## src/rtl/rv32i_rf_pkg.sv

```systemverilog
// Shared constants, requester encoding and hazard helper for the RV32I register-file writeback arbiter.
package rv32i_rf_pkg;

    localparam int XLEN       = 32;
    localparam int REG_ADDR_W = 5;
    localparam int NUM_REGS   = 32;

    localparam logic [REG_ADDR_W-1:0] REG_ZERO = '0;

    typedef enum logic {
        REQ_ALU = 1'b0,
        REQ_LSU = 1'b1
    } req_e;

    // A source is unreadable while a load is outstanding or while its write sits in the staging register.
    function automatic logic src_hazard(
        input logic [REG_ADDR_W-1:0] rs,
        input logic [NUM_REGS-1:0]   busy,
        input logic                  we,
        input logic [REG_ADDR_W-1:0] wr
    );
        return (rs != REG_ZERO) && (busy[rs] || (we && (wr == rs)));
    endfunction

endpackage

```

## src/rtl/rf_wb_arb2.sv

```systemverilog
// Two-way writeback arbiter (ALU vs LSU). RV32I_RF_WB_RR_EN selects round-robin tie-break,
// otherwise LSU wins ties with no grant history kept.
module rf_wb_arb2
    import rv32i_rf_pkg::*;
(
    input  logic clk,
    input  logic reset,
    input  logic alu_valid,
    input  logic lsu_valid,
    output logic alu_grant,
    output logic lsu_grant
);

`ifdef RV32I_RF_WB_RR_EN
    req_e last_grant;

    always_ff @(posedge clk) begin
        if (reset) begin
            last_grant <= REQ_LSU;
        end else if (alu_grant) begin
            last_grant <= REQ_ALU;
        end else if (lsu_grant) begin
            last_grant <= REQ_LSU;
        end
    end

    always_comb begin
        alu_grant = 1'b0;
        lsu_grant = 1'b0;
        if (!reset) begin
            if (alu_valid && lsu_valid) begin
                alu_grant = (last_grant == REQ_LSU);
                lsu_grant = (last_grant == REQ_ALU);
            end else begin
                alu_grant = alu_valid;
                lsu_grant = lsu_valid;
            end
        end
    end
`else
    logic unused_clk;
    assign unused_clk = clk;

    always_comb begin
        alu_grant = 1'b0;
        lsu_grant = 1'b0;
        if (!reset) begin
            lsu_grant = lsu_valid;
            alu_grant = alu_valid && !lsu_valid;
        end
    end
`endif

endmodule

```

## src/rtl/rv32i_rf_wb_arbiter.sv

```systemverilog
// Register-file write-port arbiter with load scoreboard and decode hazard detection.
// Tie-break policy is selected by RV32I_RF_WB_RR_EN inside rf_wb_arb2.
module rv32i_rf_wb_arbiter
    import rv32i_rf_pkg::*;
(
    input  logic                  sys_clk,
    input  logic                  sys_reset,
    input  logic                  alu_valid,
    output logic                  alu_ready,
    input  logic [REG_ADDR_W-1:0] alu_rd,
    input  logic [XLEN-1:0]       alu_data,
    input  logic                  lsu_valid,
    output logic                  lsu_ready,
    input  logic [REG_ADDR_W-1:0] lsu_rd,
    input  logic [XLEN-1:0]       lsu_data,
    input  logic                  issue_load,
    input  logic [REG_ADDR_W-1:0] issue_rd,
    input  logic [REG_ADDR_W-1:0] rs1,
    input  logic [REG_ADDR_W-1:0] rs2,
    output logic                  hazard,
    output logic [NUM_REGS-1:0]   busy_mask,
    output logic                  rf_we,
    output logic [REG_ADDR_W-1:0] rf_rd,
    output logic [XLEN-1:0]       rf_indata
);

    logic [NUM_REGS-1:0] busy_q;
    logic [NUM_REGS-1:0] busy_d;

    rf_wb_arb2 u_arb (
        .clk       (sys_clk),
        .reset     (sys_reset),
        .alu_valid (alu_valid),
        .lsu_valid (lsu_valid),
        .alu_grant (alu_ready),
        .lsu_grant (lsu_ready)
    );

    // Accepted writes to x0 still move the index/data registers but never raise rf_we.
    always_ff @(posedge sys_clk) begin
        if (sys_reset) begin
            rf_we     <= 1'b0;
            rf_rd     <= '0;
            rf_indata <= '0;
        end else if (alu_ready) begin
            rf_we     <= (alu_rd != REG_ZERO);
            rf_rd     <= alu_rd;
            rf_indata <= alu_data;
        end else if (lsu_ready) begin
            rf_we     <= (lsu_rd != REG_ZERO);
            rf_rd     <= lsu_rd;
            rf_indata <= lsu_data;
        end else begin
            rf_we     <= 1'b0;
        end
    end

    // Set is applied after clear so a same-cycle reissue to the same index stays busy.
    always_comb begin
        busy_d = busy_q;
        if (lsu_ready) begin
            busy_d[lsu_rd] = 1'b0;
        end
        if (issue_load && (issue_rd != REG_ZERO)) begin
            busy_d[issue_rd] = 1'b1;
        end
        busy_d[0] = 1'b0;
    end

    always_ff @(posedge sys_clk) begin
        if (sys_reset) begin
            busy_q <= '0;
        end else begin
            busy_q <= busy_d;
        end
    end

    assign busy_mask = busy_q;
    assign hazard    = src_hazard(rs1, busy_q, rf_we, rf_rd)
                     | src_hazard(rs2, busy_q, rf_we, rf_rd);

endmodule

```

## config.mk

```make
export PLATFORM = sky130hd
export DESIGN_NAME = rv32i_rf_wb_arbiter
export DESIGN_NICKNAME = d
export VERILOG_FILES = /design/src/rtl/rv32i_rf_pkg.sv /design/src/rtl/rf_wb_arb2.sv /design/src/rtl/rv32i_rf_wb_arbiter.sv
export SDC_FILE = /design/constraint.sdc
export NUM_CORES = 1
export LEC_CHECK = 0
export ABC_CLOCK_PERIOD_IN_PS = 3100
export CAP_MARGIN = 20
export CORE_ASPECT_RATIO = 1.75
export CORE_MARGIN = 2
export CORE_UTILIZATION = 42
export CTS_BUF_LIST = sky130_fd_sc_hd__clkbuf_16
export CTS_CLUSTER_DIAMETER = 80
export DETAILED_ROUTE_END_ITERATION = 8
export GPL_TIMING_DRIVEN = 0
export PLACE_DENSITY = 0.86
export SLEW_MARGIN = 20
export SYNTH_ARGS = -nofsm -noshare
export SYNTH_HDL_FRONTEND = slang
export SYNTH_SLANG_ARGS = --single-unit
```

## constraint.sdc

```tcl
create_clock -name sys_clk -period 3.1 [get_ports sys_clk]
set_input_delay 0.775 -clock sys_clk [delete_from_list [all_inputs] [get_ports sys_clk]]
set_output_delay 0.775 -clock sys_clk [all_outputs]
set_load 0.01 [all_outputs]
```

==> results of run 1 <==
[path summary, 6_finish.rpt]
check                  endpoint  slack [ps]  cells after the start     startpoint
setup / recovery         hazard         -70                      9         rs2[0]
hold / removal    busy_mask[22]         510                      2  busy_mask[22]
setup reg to reg       rf_rd[4]        2170                      4       rf_rd[4]
hold reg to reg   busy_mask[22]         510                      2  busy_mask[22]
[logic make-up (layout without fill, tap and decap cells)]
logic type | after synthesis | count (layout) | share of synthesized area [%]
compound gates | 106 | 106 | 15.3
mux | 59 | 59 | 20.9
xor+xnor | 10 | 10 | 2.35
other cells | 1 | 1 | 0.101
buf+inv | 34 | 211 | 4.41
simple gates | 164 | 164 | 19.8
flops | 69 | 69 | 37.1
[metal layers]
metal  global-route usage, %  vias up  part of all wire [%]
li1                        -     1906                     -
met1                    26.4     1895                    34
met2                    50.4      200                    56
met3                    6.81       42                   5.9
met4                    12.7        0                   3.7
met5                       0        -                     0
[power breakdown]
group | switching (mW) | internal [mW] | total (mW) | leakage, nW
Combinational | 0.207 | 0.260 | 0.467 | 1.54
Clock | 0.376 | 0.529 | 0.905 | 0.139
Sequential | 0.0298 | 0.926 | 0.955 | 0.565
[flip-flops by register name (all words and copies together), names as in the netlist]
register   flops
busy_mask     31
rf_rd          5
rf_indata     32
rf_we          1
[tightest hold or removal path, delay by kind of cell, from the launching register on]
family	cells	cell delay, ps
DFF	1	330
AOI/OAI and AO/OA	2	140
[repair_timing]
action / CTS / global route
pin swaps: 11 / 3
setup buffers: 6 / 0
setup endpoints to repair: 2 / 2
gates resized for setup: 31 / 7
cloned: 0 / 0
[Yosys cell counts, types with 4 or more instances]
library cell   n  share of area [%]
o21ai_0       29                3.9
dfxtp_1       69                 37
mux2i_1       42                 11
buf_2          5               0.67
a21oi_1       68                9.1
nor3b_1        5                1.0
nand2_1       41                4.1
mux4_1         4                2.8
clkbuf_1      21                2.1
xor2_1         8                1.9
nor3_1         4               0.54
and3_1         4               0.67
mux4_2         9                5.4
nand3b_1       7                1.4
nor2_1        83                8.4
nand3_1        5               0.67
[final cells by class]
cell class / count / area (um^2)
Clock buffer: 9 / 225
Fill cell: 725 / 2880
Buffer: 33 / 174
Tap cell: 117 / 146
Multi-Input combinational cell: 340 / 2230
Timing Repair Buffer: 161 / 1600
Inverter: 1 / 3.75
Clock inverter: 7 / 35.0
Sequential cell: 69 / 1380
[through the flow]
stage / area [um^2] / utilization [%] / setup slack [ps] / cells
3_3_place_gp: 5420 / 62.5 / -898 / 715
5_1_grt: 5790 / 66.8 / -146 / 737
3_5_place_dp: 5420 / 62.5 / -932 / 715
4_1_cts: 5760 / 66.4 / 6.87 / 737
6_report: 5790 / 66.8 / -71.4 / 737
2_1_floorplan: 3720 / - / 171 / 443
==> results.toml, run 1 <==
[clock_network]
hold_buffers = 0
clk_pin_slew_ps = 50
root_buffer = "clkbuf_16"
htreeDepth = 3
cts_sinks = 69
cts_buffers = 9
cts_buffer_depth = 2
clkLatencyLatePin_ps = 330
cts_tree = "done"

[floorplanning]
core_um2 = 8670
start_util_pct = 42.9
die_h_um = 128
design.portCount = 167
die_area_um2 = 9660
num_rows = 45
die_x_um = 75.1

[timing]
hold_viol = 0
timing.setup.tns_ps = -71.4
skew_ps = 0
timing.final.ws_setup_ps = -71.4
min_period_ps = 3170
worstMarginPinSlew_ps = 964
period_share_pct = 102
fmax_mhz = 315
maxSlewViolCount = 0
hold_slack_ps = 513
setup_viol = 1
rsz0062_at_grt = "yes"
maxSlewHeadroom_pct = 35.6

[synthesis]
async_reset_ff_share_pct = 0
yosysWarnings = 0
ys_types = 40
netlist_area_um2 = 3720
avgSynthCellArea_um2 = 8.40
yosys_register_bits = 69
synth-main-ff-cell = "dfxtp_1"
synth_edf_count = 0
syn_nets = 537
synth_cells = 443
ys_seq_area_share_pct = 37.1

[global_routing]
antenna_found_initial = 0
grt_pass1_wl_um = 19900
grt_max_degree = 12
track_usage_pct = 26.9
grt_overflow = 0
grt_pass1_vias = 4129

[final_layout]
area_growth_syn_to_layout_pct = 55.8
drive_gt1_share_pct = 9.52
final_common_cell = "clkdlybuf4s50_1"
antennaDiodeCount = 0
final_cell_mix = "clkdlybuf4s50_1 (149), nor2_1 (83), dfxtp_1 (69)"
fin_nets = 709

[drt]
dr.pass1.iters = 6
drt_iter0_drc = 308
num_vias = 4043
avgRoutedWirePerCell_um = 17.3
drc_errors = 0
final_antenna_net_count = 0
wirelength_um = 12800
vias_per_cell = 5.49

[power]
p_total_mw = 2.33
peakVddDrop_v = 0.000294
leakage_nw = 2.25
powerDensity_nw_per_um2 = 402

[worst_setup_path]
startpoint_type = "input port"
cp-end-kind = "primary output"
cp_num_buf_inv = 4
slowest_stage = "mux4_2"
cpMostUsedCell = "buf_6"
crit_chain = "buf_6 -> buf_6 -> buf_6 -> mux4_2 -> nor2b_2 -> nor3_2 -> a2111oi_4 -> o32ai_2 -> buf_2"
required_ps = 2320
critical_path.max_fanout = 4
cpLargestDelayFamily = "multiplexers"
path_class = "input port to primary output"
max_stage_delay_ps = 490
worst_ep_arrival_time_ps = 2400

[run]
cap_violations = 0

[placement]
dp_hpwl_um = 9880
portBuffers = 155
place.gp.congestion = 0.920

[outcome]
status = "complete, but fails checks"
failed_checks = "negative setup slack"

[hold_path]
hold_path_class = "flip-flop to flip-flop"
(Power assumes the default switching activity.)
==> run 2: changes to the inputs <==
--- a/config.mk
+++ b/config.mk
@@ -9,12 +9,13 @@
 export CAP_MARGIN = 20
 export CORE_ASPECT_RATIO = 1.75
 export CORE_MARGIN = 2
-export CORE_UTILIZATION = 42
-export CTS_BUF_LIST = sky130_fd_sc_hd__clkbuf_16
+export CORE_UTILIZATION = 40
+export CTS_BUF_LIST = sky130_fd_sc_hd__clkbuf_8
 export CTS_CLUSTER_DIAMETER = 80
 export DETAILED_ROUTE_END_ITERATION = 8
 export GPL_TIMING_DRIVEN = 0
-export PLACE_DENSITY = 0.86
+export PLACE_DENSITY = 0.82
+export REMOVE_ABC_BUFFERS = 1
 export SLEW_MARGIN = 20
 export SYNTH_ARGS = -nofsm -noshare
 export SYNTH_HDL_FRONTEND = slang
==> run 2 against run 1 <==
The run still ends with negative setup slack left. Sequential cell count is the same. Count of clock-buffer cells in the layout did not move. Critical path depth fell by 3. Clock power down 13%. Sequential share of layout area rose by 0.89 points. Highest routed layer unchanged.
==> results.toml, run 2 (same netlist as run 1, synthesis figures left out) <==
[outcome]
status = "complete, but fails checks"
failed_checks = "negative setup slack"

[timing]
hold_slack_ps = 518
hold_viol = 0
worstMarginPinSlew_ps = 1150
fmax_mhz = 319
min_period_ps = 3140
period_share_pct = 101
timing.final.ws_setup_ps = -39.4
rsz0062_at_grt = "yes"
timing.setup.tns_ps = -39.4
maxSlewViolCount = 0
setup_viol = 1
skew_ps = 0
maxSlewHeadroom_pct = 22.9

[clock_network]
root_buffer = "clkbuf_8"
cts_buffers = 9
htreeDepth = 3
cts_sinks = 69
clk_pin_slew_ps = 80
clkLatencyLatePin_ps = 340
cts_buffer_depth = 2
cts_tree = "done"

[global_routing]
grt_pass1_vias = 4055
grt_pass1_wl_um = 19700
antenna_found_initial = 0
grt_max_degree = 71
track_usage_pct = 24.4
grt_overflow = 0

[floorplanning]
die_x_um = 76.9
start_util_pct = 41.2
core_um2 = 9040
num_rows = 46
die_area_um2 = 10100
design.portCount = 167
die_h_um = 132

[final_layout]
fin_area_um2 = 5590
antennaDiodeCount = 0
final_common_cell = "clkdlybuf4s50_1"
drive_gt1_share_pct = 7.42
fin_util_pct = 61.8
final_cell_mix = "clkdlybuf4s50_1 (151), nor2_1 (83), dfxtp_1 (69)"
fin_cells = 713
fin_nets = 682
area_growth_syn_to_layout_pct = 50.2
largest_register_ffs = 32
top_register = "rf_indata"

[worst_setup_path]
rr_worst_depth = 4
worst_ep_arrival_time_ps = 2360
reg2reg_setup_slack_ps = 2210
startpoint_type = "input port"
path_class = "input port to primary output"
critical_path.max_fanout = 9
rr_startpoint = "rf_rd[3]"
required_ps = 2320
cp-end-kind = "primary output"
r2r_end = "rf_rd[3]"

[drt]
drt_iter0_drc = 318
vias_per_cell = 5.57
wl_met1_um = 4260
dr.pass1.iters = 5
wl_met2_um = 6750
drc_errors = 0
wirelength_um = 12300
avgRoutedWirePerCell_um = 17.2
final_antenna_net_count = 0
highest_layer = "met4"
num_vias = 3974
met3_length_um = 795

[power]
p_clk_share_pct = 35.9
internal_power_mw = 1.62
powerDensity_nw_per_um2 = 392
power.switching_uw = 570
switching_share_pct = 26.1
p_total_mw = 2.19
p_comb_share_pct = 20.6
leakage_nw = 2.15
seqPwrFrac_pct = 43.5
peakVddDrop_v = 0.000305

[run]
cap_violations = 0

[hold_path]
hold_end = "busy_mask[29]"
min_path_cells = 2
hold_start = "busy_mask[29]"
hold_path_class = "flip-flop to flip-flop"

[placement]
dp_hpwl_um = 9170
placed_cells = 697
place.gp.congestion = 0.908
portBuffers = 165
dp_slack_ps = -1250
dpl_cell_area_um2 = 5390
-- run 2: what timing repair did --
action	CTS	global route
hold endpoints to repair	0	0
buffers inserted	0	0
endpoints found under the setup margin	2	2
hold buffers	0	0
pin swaps	3	1
resized for setup	48	5
-- run 2: critical path, cell delays in order --
cell and delay (ps):
buf_6 140, mux4_2 500, mux2_4 290, a2111oi_4 330, o32ai_1 140, buf_2 170
-- run 2: cell type report --
| cell class | count | area [um^2] |
|---|---|---|
| fillers | 778 | 3450 |
| multi-input cells | 340 | 2180 |
| repair buffers | 167 | 1660 |
| flip-flops and latches | 69 | 1380 |
| well taps | 120 | 150 |
| clock buffers | 9 | 124 |
| clock inverters | 7 | 82.6 |
| inverters | 1 | 3.75 |
-- run 2: power groups by stage --
stage	sequential [mW]	clock, mW	combinational (mW)
6_report	0.951	0.784	0.452
5_1_grt	0.955	0.832	0.486
4_1_cts	0.951	0.797	0.451
3_5_place_dp	0.971	0	0.451
3_3_place_gp	0.969	0	0.442
2_1_floorplan	0.984	0	0.136
-- run 2: how the worst max path moves through the flow --
stage                   start   endpoint  slack, ps  cells past startpoint
floorplan              rs1[0]     hazard        310                      4
global placement    sys_reset  lsu_ready      -1690                      3
detailed placement     rs2[0]     hazard      -1250                      7
CTS                    rs1[3]     hazard        -60                      7
global route           rs1[4]     hazard       -120                      7
finish                 rs1[0]     hazard        -40                      6
-- run 2: per-layer routing --
metal | up-vias | global-route usage [%]
li1 | 1845 | -
met1 | 1839 | 25.3
met2 | 237 | 43.9
met3 | 53 | 4.53
met4 | 0 | 15.6
met5 | - | 0
